==> src/rtl/usb_device_line_tx_if.sv <==
// Byte-stream handshake between bench stimulus and the USB line transmitter.
interface usb_device_line_tx_if;
  logic       in_valid;
  logic       in_ready;
  logic [7:0] in_data;
  logic       in_last;

  modport master (output in_valid, output in_data, output in_last, input in_ready);
  modport slave  (input in_valid, input in_data, input in_last, output in_ready);
endinterface

==> src/rtl/usb_device_line_tx.sv <==
// USB device-side line model: attach sequencing, host reset detect and
// packet transmit (SYNC, NRZI, bit stuffing, EOP) from a small byte FIFO.
module usb_device_line_tx #(
  parameter int unsigned SPEED       = 1,
  parameter int unsigned CLK_DIV     = 32,
  parameter int unsigned CON_TICKS   = 30,
  parameter int unsigned RESET_TICKS = 16,
  parameter int unsigned FIFO_DEPTH  = 8
) (
  input  logic       clk,
  input  logic       reset,
  input  logic       vbus,
  input  logic       dp_i,
  input  logic       dm_i,
  output logic       dp_o,
  output logic       dm_o,
  output logic       line_oe,
  output logic       pull_dp,
  output logic       pull_dm,
  output logic       tx_busy,
  output logic       bus_reset,
  output logic [2:0] state_o,
  usb_device_line_tx_if.slave tx_if
);

  localparam int unsigned DIV_W = $clog2(CLK_DIV);
  localparam int unsigned CON_W = $clog2(CON_TICKS + 1);
  localparam int unsigned SE0_W = $clog2(RESET_TICKS + 1);
  localparam int unsigned AW    = $clog2(FIFO_DEPTH);
  localparam int unsigned CW    = AW + 1;

  typedef enum logic [2:0] {
    ST_DISCON  = 3'd0,
    ST_CON     = 3'd1,
    ST_IDLE    = 3'd2,
    ST_TX_SYNC = 3'd3,
    ST_TX_DATA = 3'd4,
    ST_TX_EOP  = 3'd5
  } state_e;

  state_e           state_q, state_d;
  logic [DIV_W-1:0] div_q, div_d;
  logic [CON_W-1:0] con_q, con_d;
  logic [SE0_W-1:0] se0_q, se0_d;
  logic [2:0]       ones_q, ones_d;
  logic [2:0]       bit_q, bit_d;
  logic [1:0]       eop_q, eop_d;
  logic             lvl_q, lvl_d;    // 1 = J, 0 = K
  logic             done_q, done_d;  // last byte of the packet has been sent
  logic             dp_q, dp_d, dm_q, dm_d, oe_q, oe_d;
  logic             pdp_q, pdp_d, pdm_q, pdm_d;
  logic             busy_q, busy_d, brst_q, brst_d, rdy_q, rdy_d;
  logic [AW-1:0]    wr_q, wr_d, rd_q, rd_d;
  logic [CW-1:0]    cnt_q, cnt_d, pkt_q, pkt_d;
  logic [8:0]       mem [FIFO_DEPTH];

  logic [7:0] head_data_c;
  logic       head_last_c, bit_tick_c, se0_c, wr_c, pop_c, flush_c;

  // Map a J/K level onto the pad pair for the configured speed.
  function automatic logic [1:0] line_of(input logic lvl);
    return (SPEED != 0) ? {lvl, ~lvl} : {~lvl, lvl};
  endfunction

  assign head_data_c = mem[rd_q][7:0];
  assign head_last_c = mem[rd_q][8];
  assign bit_tick_c  = (state_q != ST_DISCON) && (div_q == DIV_W'(CLK_DIV - 1));
  assign se0_c       = !dp_i && !dm_i;
  assign wr_c        = tx_if.in_valid && rdy_q;

  // Next-state, line symbol and FIFO bookkeeping.
  always_comb begin
    state_d = state_q;  div_d = div_q;    con_d = con_q;    se0_d = '0;
    ones_d  = ones_q;   bit_d = bit_q;    eop_d = eop_q;    lvl_d = lvl_q;
    done_d  = done_q;   dp_d  = dp_q;     dm_d  = dm_q;     oe_d  = oe_q;
    pdp_d   = pdp_q;    pdm_d = pdm_q;    busy_d = busy_q;  brst_d = 1'b0;
    wr_d    = wr_q;     rd_d  = rd_q;     cnt_d = cnt_q;    pkt_d = pkt_q;
    rdy_d   = rdy_q;    pop_c = 1'b0;     flush_c = 1'b0;

    if (state_q == ST_DISCON || bit_tick_c) div_d = '0;
    else                                    div_d = div_q + DIV_W'(1);

    case (state_q)
      ST_DISCON: begin
        if (vbus) begin
          state_d = ST_CON;
          oe_d    = 1'b0;
          pdp_d   = (SPEED != 0);
          pdm_d   = (SPEED == 0);
          lvl_d   = 1'b1;
          {dp_d, dm_d} = line_of(1'b1);
          con_d   = '0;
        end
      end
      ST_CON: begin
        if (bit_tick_c) begin
          if (con_q == CON_W'(CON_TICKS - 1)) begin
            state_d = ST_IDLE;
            con_d   = '0;
          end else begin
            con_d = con_q + CON_W'(1);
          end
        end
      end
      ST_IDLE: begin
        // Host SE0 run length; saturates so one long reset gives one pulse.
        if (se0_c) begin
          se0_d = se0_q;
          if (bit_tick_c && se0_q != SE0_W'(RESET_TICKS)) begin
            se0_d = se0_q + SE0_W'(1);
            if (se0_q == SE0_W'(RESET_TICKS - 1)) begin
              brst_d  = 1'b1;
              flush_c = 1'b1;
            end
          end
        end
        if (bit_tick_c && pkt_q != '0 && !flush_c) begin
          state_d = ST_TX_SYNC;
          busy_d  = 1'b1;
          oe_d    = 1'b1;
          lvl_d   = ~lvl_q;
          {dp_d, dm_d} = line_of(~lvl_q);
          bit_d   = 3'd1;
          ones_d  = '0;
          done_d  = 1'b0;
        end
      end
      ST_TX_SYNC: begin
        if (bit_tick_c) begin
          if (bit_q == 3'd7) begin
            ones_d  = 3'd1;
            bit_d   = '0;
            state_d = ST_TX_DATA;
          end else begin
            lvl_d = ~lvl_q;
            {dp_d, dm_d} = line_of(~lvl_q);
            bit_d = bit_q + 3'd1;
          end
        end
      end
      ST_TX_DATA: begin
        if (bit_tick_c) begin
          if (ones_q == 3'd6) begin
            lvl_d  = ~lvl_q;
            {dp_d, dm_d} = line_of(~lvl_q);
            ones_d = '0;
          end else if (done_q) begin
            dp_d    = 1'b0;
            dm_d    = 1'b0;
            state_d = ST_TX_EOP;
            eop_d   = 2'd1;
          end else begin
            if (head_data_c[bit_q]) begin
              ones_d = ones_q + 3'd1;
            end else begin
              lvl_d  = ~lvl_q;
              {dp_d, dm_d} = line_of(~lvl_q);
              ones_d = '0;
            end
            if (bit_q == 3'd7) begin
              pop_c  = 1'b1;
              bit_d  = '0;
              done_d = head_last_c;
            end else begin
              bit_d = bit_q + 3'd1;
            end
          end
        end
      end
      ST_TX_EOP: begin
        if (bit_tick_c) begin
          case (eop_q)
            2'd1: eop_d = 2'd2;
            2'd2: begin
              lvl_d = 1'b1;
              {dp_d, dm_d} = line_of(1'b1);
              eop_d = 2'd3;
            end
            default: begin
              state_d = ST_IDLE;
              oe_d    = 1'b0;
              busy_d  = 1'b0;
              done_d  = 1'b0;
              eop_d   = '0;
              ones_d  = '0;
            end
          endcase
        end
      end
      default: state_d = ST_DISCON;
    endcase

    // Loss of bus power wins over everything, aborting any packet silently.
    if (!vbus) begin
      state_d = ST_DISCON; div_d = '0;  con_d = '0;  se0_d = '0;
      ones_d  = '0;        bit_d = '0;  eop_d = '0;  lvl_d = 1'b1;
      done_d  = 1'b0;      dp_d  = 1'b0; dm_d = 1'b0; oe_d = 1'b1;
      pdp_d   = 1'b0;      pdm_d = 1'b0; busy_d = 1'b0; brst_d = 1'b0;
      flush_c = 1'b1;
    end

    if (flush_c) begin
      wr_d = '0; rd_d = '0; cnt_d = '0; pkt_d = '0;
    end else begin
      if (wr_c)  wr_d = wr_q + AW'(1);
      if (pop_c) rd_d = rd_q + AW'(1);
      cnt_d = cnt_q + CW'(wr_c) - CW'(pop_c);
      pkt_d = pkt_q + CW'(wr_c && tx_if.in_last) - CW'(pop_c && head_last_c);
    end

    rdy_d = (cnt_d != CW'(FIFO_DEPTH)) && (state_d != ST_DISCON);
  end

  // State and output registers.
  always_ff @(posedge clk) begin
    if (reset) begin
      state_q <= ST_DISCON; div_q <= '0;  con_q <= '0;  se0_q <= '0;
      ones_q  <= '0;        bit_q <= '0;  eop_q <= '0;  lvl_q <= 1'b1;
      done_q  <= 1'b0;      dp_q  <= 1'b0; dm_q <= 1'b0; oe_q <= 1'b1;
      pdp_q   <= 1'b0;      pdm_q <= 1'b0; busy_q <= 1'b0; brst_q <= 1'b0;
      rdy_q   <= 1'b0;      wr_q  <= '0;  rd_q <= '0;   cnt_q <= '0;
      pkt_q   <= '0;
    end else begin
      state_q <= state_d; div_q <= div_d; con_q <= con_d; se0_q <= se0_d;
      ones_q  <= ones_d;  bit_q <= bit_d; eop_q <= eop_d; lvl_q <= lvl_d;
      done_q  <= done_d;  dp_q  <= dp_d;  dm_q  <= dm_d;  oe_q  <= oe_d;
      pdp_q   <= pdp_d;   pdm_q <= pdm_d; busy_q <= busy_d; brst_q <= brst_d;
      rdy_q   <= rdy_d;   wr_q  <= wr_d;  rd_q  <= rd_d;  cnt_q <= cnt_d;
      pkt_q   <= pkt_d;
    end
  end

  // FIFO storage: {last, data}.
  always_ff @(posedge clk) begin
    if (wr_c) mem[wr_q] <= {tx_if.in_last, tx_if.in_data};
  end

  assign dp_o           = dp_q;
  assign dm_o           = dm_q;
  assign line_oe        = oe_q;
  assign pull_dp        = pdp_q;
  assign pull_dm        = pdm_q;
  assign tx_busy        = busy_q;
  assign bus_reset      = brst_q;
  assign state_o        = state_q;
  assign tx_if.in_ready = rdy_q;

endmodule

==> src/flat_wrapper.sv <==
// flat-port wrapper written by rule: the top's interface ports become plain ports
module usb_device_line_tx_flat 
#(
  parameter int unsigned SPEED       = 1,
  parameter int unsigned CLK_DIV     = 32,
  parameter int unsigned CON_TICKS   = 30,
  parameter int unsigned RESET_TICKS = 16,
  parameter int unsigned FIFO_DEPTH  = 8
)
  (clk, reset, vbus, dp_i, dm_i, dp_o, dm_o, line_oe, pull_dp, pull_dm, tx_busy, bus_reset, state_o, tx_if_in_valid, tx_if_in_data, tx_if_in_last, tx_if_in_ready);
  usb_device_line_tx_if tx_if_i ();
  input  logic clk;
  input  logic reset;
  input  logic vbus;
  input  logic dp_i;
  input  logic dm_i;
  output logic dp_o;
  output logic dm_o;
  output logic line_oe;
  output logic pull_dp;
  output logic pull_dm;
  output logic tx_busy;
  output logic bus_reset;
  output logic [2:0] state_o;
  input wire logic [$bits(tx_if_i.in_valid)-1:0] tx_if_in_valid;
  input wire logic [$bits(tx_if_i.in_data)-1:0] tx_if_in_data;
  input wire logic [$bits(tx_if_i.in_last)-1:0] tx_if_in_last;
  output wire logic [$bits(tx_if_i.in_ready)-1:0] tx_if_in_ready;
  assign tx_if_i.in_valid = tx_if_in_valid;
  assign tx_if_i.in_data = tx_if_in_data;
  assign tx_if_i.in_last = tx_if_in_last;
  assign tx_if_in_ready = tx_if_i.in_ready;
  usb_device_line_tx #(.SPEED(SPEED), .CLK_DIV(CLK_DIV), .CON_TICKS(CON_TICKS), .RESET_TICKS(RESET_TICKS), .FIFO_DEPTH(FIFO_DEPTH)) u_core (.clk(clk), .reset(reset), .vbus(vbus), .dp_i(dp_i), .dm_i(dm_i), .dp_o(dp_o), .dm_o(dm_o), .line_oe(line_oe), .pull_dp(pull_dp), .pull_dm(pull_dm), .tx_busy(tx_busy), .bus_reset(bus_reset), .state_o(state_o), .tx_if(tx_if_i));
endmodule
==> config.mk <==
export PLATFORM = sky130hd
export DESIGN_NAME = usb_device_line_tx_flat
export DESIGN_NICKNAME = d
export VERILOG_FILES = /design/src/rtl/usb_device_line_tx_if.sv /design/src/rtl/usb_device_line_tx.sv /design/src/flat_wrapper.sv
export SDC_FILE = /design/constraint.sdc
export NUM_CORES = 1
export LEC_CHECK = 0
export ABC_AREA = 1
export CELL_PAD_IN_SITES_DETAIL_PLACEMENT = 1
export CELL_PAD_IN_SITES_GLOBAL_PLACEMENT = 1
export CORE_ASPECT_RATIO = 0.8
export CORE_UTILIZATION = 50
export DETAILED_ROUTE_END_ITERATION = 10
export PLACE_DENSITY = 0.93
export RECOVER_POWER = 25
export SLEW_MARGIN = 30
export SYNTH_ARGS = -nofsm -noshare
export SYNTH_HDL_FRONTEND = slang
export SYNTH_SLANG_ARGS = --single-unit
==> constraint.sdc <==
create_clock -name clk -period 4.5 [get_ports clk]
set_input_delay 0.9 -clock clk [delete_from_list [all_inputs] [get_ports clk]]
set_output_delay 0.9 -clock clk [all_outputs]
set_load 0.05 [all_outputs]
==> flow_summary.toml, run 1 <==
[synthesis]
async_flop_share_pct = 0
yosysTopAreaCell = "edfxtp_1"
synthCells = 609
syn_nets = 653
yosys.cell_types.count = 45
synthFlopType = "edfxtp_1"
syn_area_sq_mm = 0.00576
synth_top_family_by_area = "simple AND/OR/NAND/NOR gates"
ys_ff_latch = 124
synth-xor-area-share_pct = 1.52
synthMuxAreaShare_pct = 0
synth_top_area_share_pct = 37.6
synthAdderAreaFrac_pct = 6.56
yosysSeqAreaShare_pct = 55.6
synth_edf_count = 72
avgSynthCellArea_sq_um = 9.45
synth_compound_area_share_pct = 6.09
yosys_warnings = 0
synth_area_leaders = "edfxtp_1 38%, dfxtp_1 18%, nand2_1 8.3%"
synthSimpleGateAreaFrac_pct = 23.5

[cts]
cts_root_buf = "clkbuf_16"
cts_buffers = 17
cts_max_level = 4
cts.sinks = 124
cts_tree = "done"
post_cts_resized = 0
hold_buffers = 0
postCtsSetupBuffers = 0
clk_pin_slew_ps = 70
insertion_delay_ps = 430
cts.path.max_buffers = 2

[sta]
maxSlewHeadroom_pct = 50.4
fin_worst_skew_ps = 12.8
finalCriticalPeriod_ps = 4050
rsz0062_at_grt = "no"
finalCritPeriodShare_pct = 90.1
drv_slew = 0
hold_viol = 0
tightest_slew_ps = 743
max_freq_mhz = 247
setup_viol_count_final = 0
tns_ps = 0

[power_and_ir_drop]
clkPwrFrac_pct = 53.4
seqPwrFrac_pct = 43.6
fin_total_pwr_uw = 2780
p_comb_share_pct = 3.0
powerDensity_mw_per_mm2 = 412
vdd_drop_max_mv = 0.394
sw_frac_of_total_pct = 23.5
p_leak_uw = 0.00262
switching_power_uw = 653
internal_power_uw = 2120

[detailed_routing]
wire_per_inst_microns = 24.4
viasPerCell = 6.20
wirelength_microns = 19500
drc_errors = 0
postRouteAntennaNets = 0
drtIter0Drc = 443
route.vias.total = 4946
drtPass1Iterations = 5

[cells_and_area]
layout_common_cells = "127 x nand2_1, 72 x nand3_1, 72 x edfxtp_1, 67 x inv_1, 52 x dfxtp_1"
multi_input_area_sq_mm = 0.00219
area_growth_pct = 17.1
drive_gt1_share_pct = 10.9
fillers = 1210
final_util_pct = 61.2
layout.cells.most_common = "nand2_1"
area.sequential_sq_mm = 0.00320
final_net_count = 685
fin_cells = 798
n_antenna_cell = 0

[outcome]
outcome = "finished clean"

[worst_setup_path]
crit_chain = "ha_1 -> inv_1 -> nor3_1 -> ha_1 -> inv_1 -> nor2_1 -> nand3_1 -> inv_1 -> ha_1 -> inv_1 -> ha_1 -> fa_1 -> nor3_1 -> nand3_1 -> o21bai_1 -> a31oi_1"
cp_max_fo = 7
critPathKind = "reg -> reg"
worst-path-buf-inv = 4
crit_path_start_kind = "flip-flop"
critical_path.max_stage_delay_ps = 450
cp_top_family = "adder cells"
slowest_stage = "fa_1"
critPathRequiredTime_ps = 4800
crit_path_end_kind = "flip-flop"
cp.arrival_ps = 4350

[die]
fp-row-count = 34
io_pins = 26
core_sq_mm = 0.0110
die_x_microns = 122
die_area_sq_mm = 0.0119
start_util_pct = 52.2
fp.dieH_microns = 98.0

[hold_path]
hold_path_class = "reg -> reg"

[global_routing]
antenna_found_initial = 0
grt.total_usage_pct = 35.1
grt_overflow = 0
grt_max_degree = 37
grt_pass1_vias = 5230
grt_pass1_wl_microns = 30300

[placed_design]
dpl.hpwl_microns = 11000
io_buffer_count = 24
place.gp.congestion = 0.885
dp_cells = 766

[flow_run]
max_cap_violations = 0
[logic make-up after synthesis]
family,after synthesis
xor+xnor,10
compound gates,59
buf+inv,88
fa+ha+maj,29
simple gates,298
flops,124
other cells,1
[per-stage QoR]
step / instance area (sq um) / hold slack, ps / setup slack [ps]
after CTS: 6720 / 487 / 544
after global routing: 6740 / 508 / 330
final: 6740 / 501 / 446
after global placement: 6100 / 430 / 1270
after detailed placement: 6100 / 467 / 942
after floorplan: 5760 / 418 / 1540
[cell type report]
type	instances	area share, %
well taps	144	2.67
clock inverters	15	2.97
clock buffers	17	6.31
inverters	74	4.17
repair buffers	27	3.90
multi-input cells	397	32.5
flip-flops and latches	124	47.5
[synth_stat cells, types with 3 or more instances]
library cell	count
nor3_2	3
buf_6	4
nor2_4	3
ha_1	27
inv_2	4
buf_4	3
a21oi_1	24
nand2_1	127
nor3_1	11
a211oi_1	3
o21ai_0	14
nor2_1	58
nand2_2	7
or2_2	3
buf_2	6
nand4_1	7
inv_1	67
xor2_1	9
dfxtp_1	52
nand3_1	72
edfxtp_1	72
[worst reg2reg max path: stages (launching register included)]
cell	delay [ps]
dfxtp_1	380
ha_1	200
inv_1	80
nor3_1	190
ha_1	440
inv_1	180
nor2_1	260
nand3_1	250
inv_1	220
ha_1	270
inv_1	70
ha_1	200
fa_1	450
nor3_1	300
nand3_1	150
o21bai_1	200
a31oi_1	70
[power by group through the flow]
| stage | Clock, uW | Combinational (uW) | Sequential, uW |
|---|---|---|---|
| floorplan | 0 | 30.7 | 1240 |
| global placement | 0 | 71.3 | 1230 |
| detailed placement | 0 | 76.6 | 1230 |
| CTS | 1490 | 81.7 | 1210 |
| global route | 1540 | 88.0 | 1210 |
| finish | 1480 | 82.4 | 1210 |
[per-layer routing]
| metal | GRT usage (%) | share of wire, % | vias to the layer above |
|---|---|---|---|
| li1 | - | - | 2110 |
| met1 | 42.0 | 38 | 2432 |
| met2 | 55.8 | 49 | 322 |
| met3 | 9.99 | 8.5 | 82 |
| met4 | 21.8 | 5.2 | 0 |
| met5 | 0 | 0 | - |
[path summary, 6_finish.rpt]
check / from / end / slack [ps] / cells after the start
setup / recovery: u_core.div_q[0]$_SDFF_PP0_ / u_core.tx_if.in_ready$_SDFF_PP0_ / 450 / 16
setup reg to reg: u_core.div_q[0]$_SDFF_PP0_ / u_core.tx_if.in_ready$_SDFF_PP0_ / 450 / 16
hold reg to reg: u_core.div_q[0]$_SDFF_PP0_ / u_core.div_q[0]$_SDFF_PP0_ / 500 / 1
hold / removal: u_core.div_q[0]$_SDFF_PP0_ / u_core.div_q[0]$_SDFF_PP0_ / 500 / 1
[state kept, by name, indices dropped and copies added (netlist names), 4 cells and up, named ones only]
register	count
u_core.con_q	5
u_core.pkt_q	4
u_core.mem	72
u_core.cnt_q	4
u_core.div_q	5
u_core.se0_q	5
Note: power is estimated with default switching activity, not from simulation.
==> run 2, diff against run 1 <==
--- a/config.mk
+++ b/config.mk
@@ -6,7 +6,7 @@
 export NUM_CORES = 1
 export LEC_CHECK = 0
 export ABC_AREA = 1
-export CELL_PAD_IN_SITES_DETAIL_PLACEMENT = 1
+export CELL_PAD_IN_SITES_DETAIL_PLACEMENT = 0
 export CELL_PAD_IN_SITES_GLOBAL_PLACEMENT = 1
 export CORE_ASPECT_RATIO = 0.8
 export CORE_UTILIZATION = 50
==> flow_summary.toml, run 2 (synthesized netlist as in run 1, its figures left out) <==
[die]
fp.dieH_microns = 98.0
fp-row-count = 34
die_x_microns = 122
io_pins = 26
core_sq_mm = 0.0110
start_util_pct = 52.2
die_area_sq_mm = 0.0119

[worst_setup_path]
critPathRequiredTime_ps = 4780
timing.rr.start = "u_core.div_q[0]$_SDFF_PP0_"
cp_max_fo = 7
crit_chain = "ha_1 -> inv_1 -> nor3_1 -> ha_1 -> inv_1 -> nor2_1 -> nand3_1 -> inv_1 -> ha_1 -> inv_1 -> ha_1 -> fa_1 -> nor3_1 -> nand3_1 -> o21bai_1 -> a31oi_1"
critical_path_depth = 16
cp.arrival_ps = 3710
critical_path.max_stage_delay_ps = 440
r2r-end = "u_core.tx_if.in_ready$_SDFF_PP0_"
worst-path-buf-inv = 4
critPathKind = "reg -> reg"
slowest_stage = "fa_1"
r2r_slack_ps = 1060
startpoint = "u_core.div_q[0]$_SDFF_PP0_"
crit_path_end_kind = "flip-flop"
cp-endpoint = "u_core.tx_if.in_ready$_SDFF_PP0_"
crit_path_start_kind = "flip-flop"
r2r_cells = 16
cp_top_family = "adder cells"

[cells_and_area]
design_area_sq_mm = 0.00669
largest_reg_flops = 72
area_growth_pct = 16.2
top_register = "u_core.mem"
drive_gt1_share_pct = 10.4
layout.cells.most_common = "nand2_1"
n_antenna_cell = 0
final_net_count = 685
layout_common_cells = "127 x nand2_1, 72 x nand3_1, 72 x edfxtp_1, 67 x inv_1, 52 x dfxtp_1"

[detailed_routing]
route.vias.total = 4184
drtIter0Drc = 283
drc_errors = 0
drtPass1Iterations = 5
wire_per_inst_microns = 14.8
postRouteAntennaNets = 0
wirelength_microns = 11800
viasPerCell = 5.24

[power_and_ir_drop]
clkPwrFrac_pct = 50.4
internal_power_uw = 2040
seqPwrFrac_pct = 46.8
sw_frac_of_total_pct = 21.0
powerDensity_mw_per_mm2 = 387
vdd_drop_max_mv = 0.264
switching_power_uw = 543
p_leak_uw = 0.00258
p_comb_share_pct = 2.8

[sta]
setup_viol_count_final = 0
tightest_slew_ps = 892
fin_worst_skew_ps = 7.21
finalCriticalPeriod_ps = 3440
holdWs_ps = 459
tns_ps = 0
finalCritPeriodShare_pct = 76.4
rsz0062_at_grt = "no"
drv_slew = 0
max_freq_mhz = 291
maxSlewHeadroom_pct = 40.3
hold_viol = 0

[cts]
cts.sinks = 124
cts.path.max_buffers = 2
postCtsSetupBuffers = 0
clk_pin_slew_ps = 60
insertion_delay_ps = 420
hold_buffers = 0
cts_max_level = 4
post_cts_resized = 0
cts_root_buf = "clkbuf_16"
cts_buffers = 17
cts_tree = "done"

[placed_design]
io_buffer_count = 24
dpl.hpwl_microns = 7730
place_area_sq_mm = 0.00610
place.gp.congestion = 0.885

[global_routing]
grt_max_degree = 37
grt_pass1_vias = 4043
antenna_found_initial = 0
grt_overflow = 0
grt_pass1_wl_microns = 19600
grt.total_usage_pct = 21.9

[flow_run]
max_cap_violations = 0

[hold_path]
hold_path_class = "reg -> reg"

[outcome]
outcome = "finished clean"
-- run 2: power groups by stage --
stage | Sequential (uW) | Clock, uW | Combinational [uW]
CTS | 1210 | 1320 | 73.6
floorplan | 1240 | 0 | 30.7
global route | 1210 | 1380 | 80.4
global placement | 1230 | 0 | 71.3
detailed placement | 1230 | 0 | 72.8
finish | 1210 | 1300 | 72.4
-- run 2: metrics by stage --
| step | instances | power [uW] | worst slack [ps] | util, % |
|---|---|---|---|---|
| finish | 798 | 2590 | 1060 | 60.7 |
| global route | 798 | 2670 | 778 | 60.7 |
| CTS | 798 | 2610 | 1090 | 60.6 |
| detailed placement | 766 | 1310 | 1140 | 55.3 |
| global placement | 766 | 1300 | 1270 | 55.3 |
| floorplan | 609 | 1270 | 1540 | - |
-- run 2: worst register-to-register path, stage by stage, from the launching register on --
cell      delay (ps)
dfxtp_1          360
ha_1             180
inv_1             50
nor3_1           180
ha_1             400
inv_1            140
nor2_1           210
nand3_1          200
inv_1            160
ha_1             250
inv_1             60
ha_1             170
fa_1             440
nor3_1           200
nand3_1           90
o21bai_1         160
a31oi_1           60
-- run 2: how the worst min path moves through the flow --
stage / from / end / cells past startpoint
after global placement: u_core.div_q[0]$_SDFF_PP0_ / u_core.div_q[0]$_SDFF_PP0_ / 1
final: u_core.tx_busy$_SDFFE_PP0P_ / u_core.tx_busy$_SDFFE_PP0P_ / 2
after global routing: u_core.div_q[0]$_SDFF_PP0_ / u_core.div_q[0]$_SDFF_PP0_ / 1
after detailed placement: u_core.tx_busy$_SDFFE_PP0P_ / u_core.tx_busy$_SDFFE_PP0P_ / 2
after floorplan: u_core.div_q[0]$_SDFF_PP0_ / u_core.div_q[0]$_SDFF_PP0_ / 1
after CTS: u_core.tx_busy$_SDFFE_PP0P_ / u_core.tx_busy$_SDFFE_PP0P_ / 2
-- run 2: cell type report --
cell class                 instances  area, sq um
inverter                          74          282
sequential                       124         3200
fill                             890         4330
timing repair buffer              27          263
clock buffer                      17          425
multi-input combinational        397         2190
clock inverter                    15          149
tap                              144          180
-- run 2: per-layer routing --
layer  vias to the layer above  GRT usage (%)  part of all wire [%]
li1                       2108              -                     -
met1                      1955           29.2                    46
met2                       109           33.6                    47
met3                        12           6.43                   6.7
met4                         0           8.36                  0.93
met5                         -              0                     0
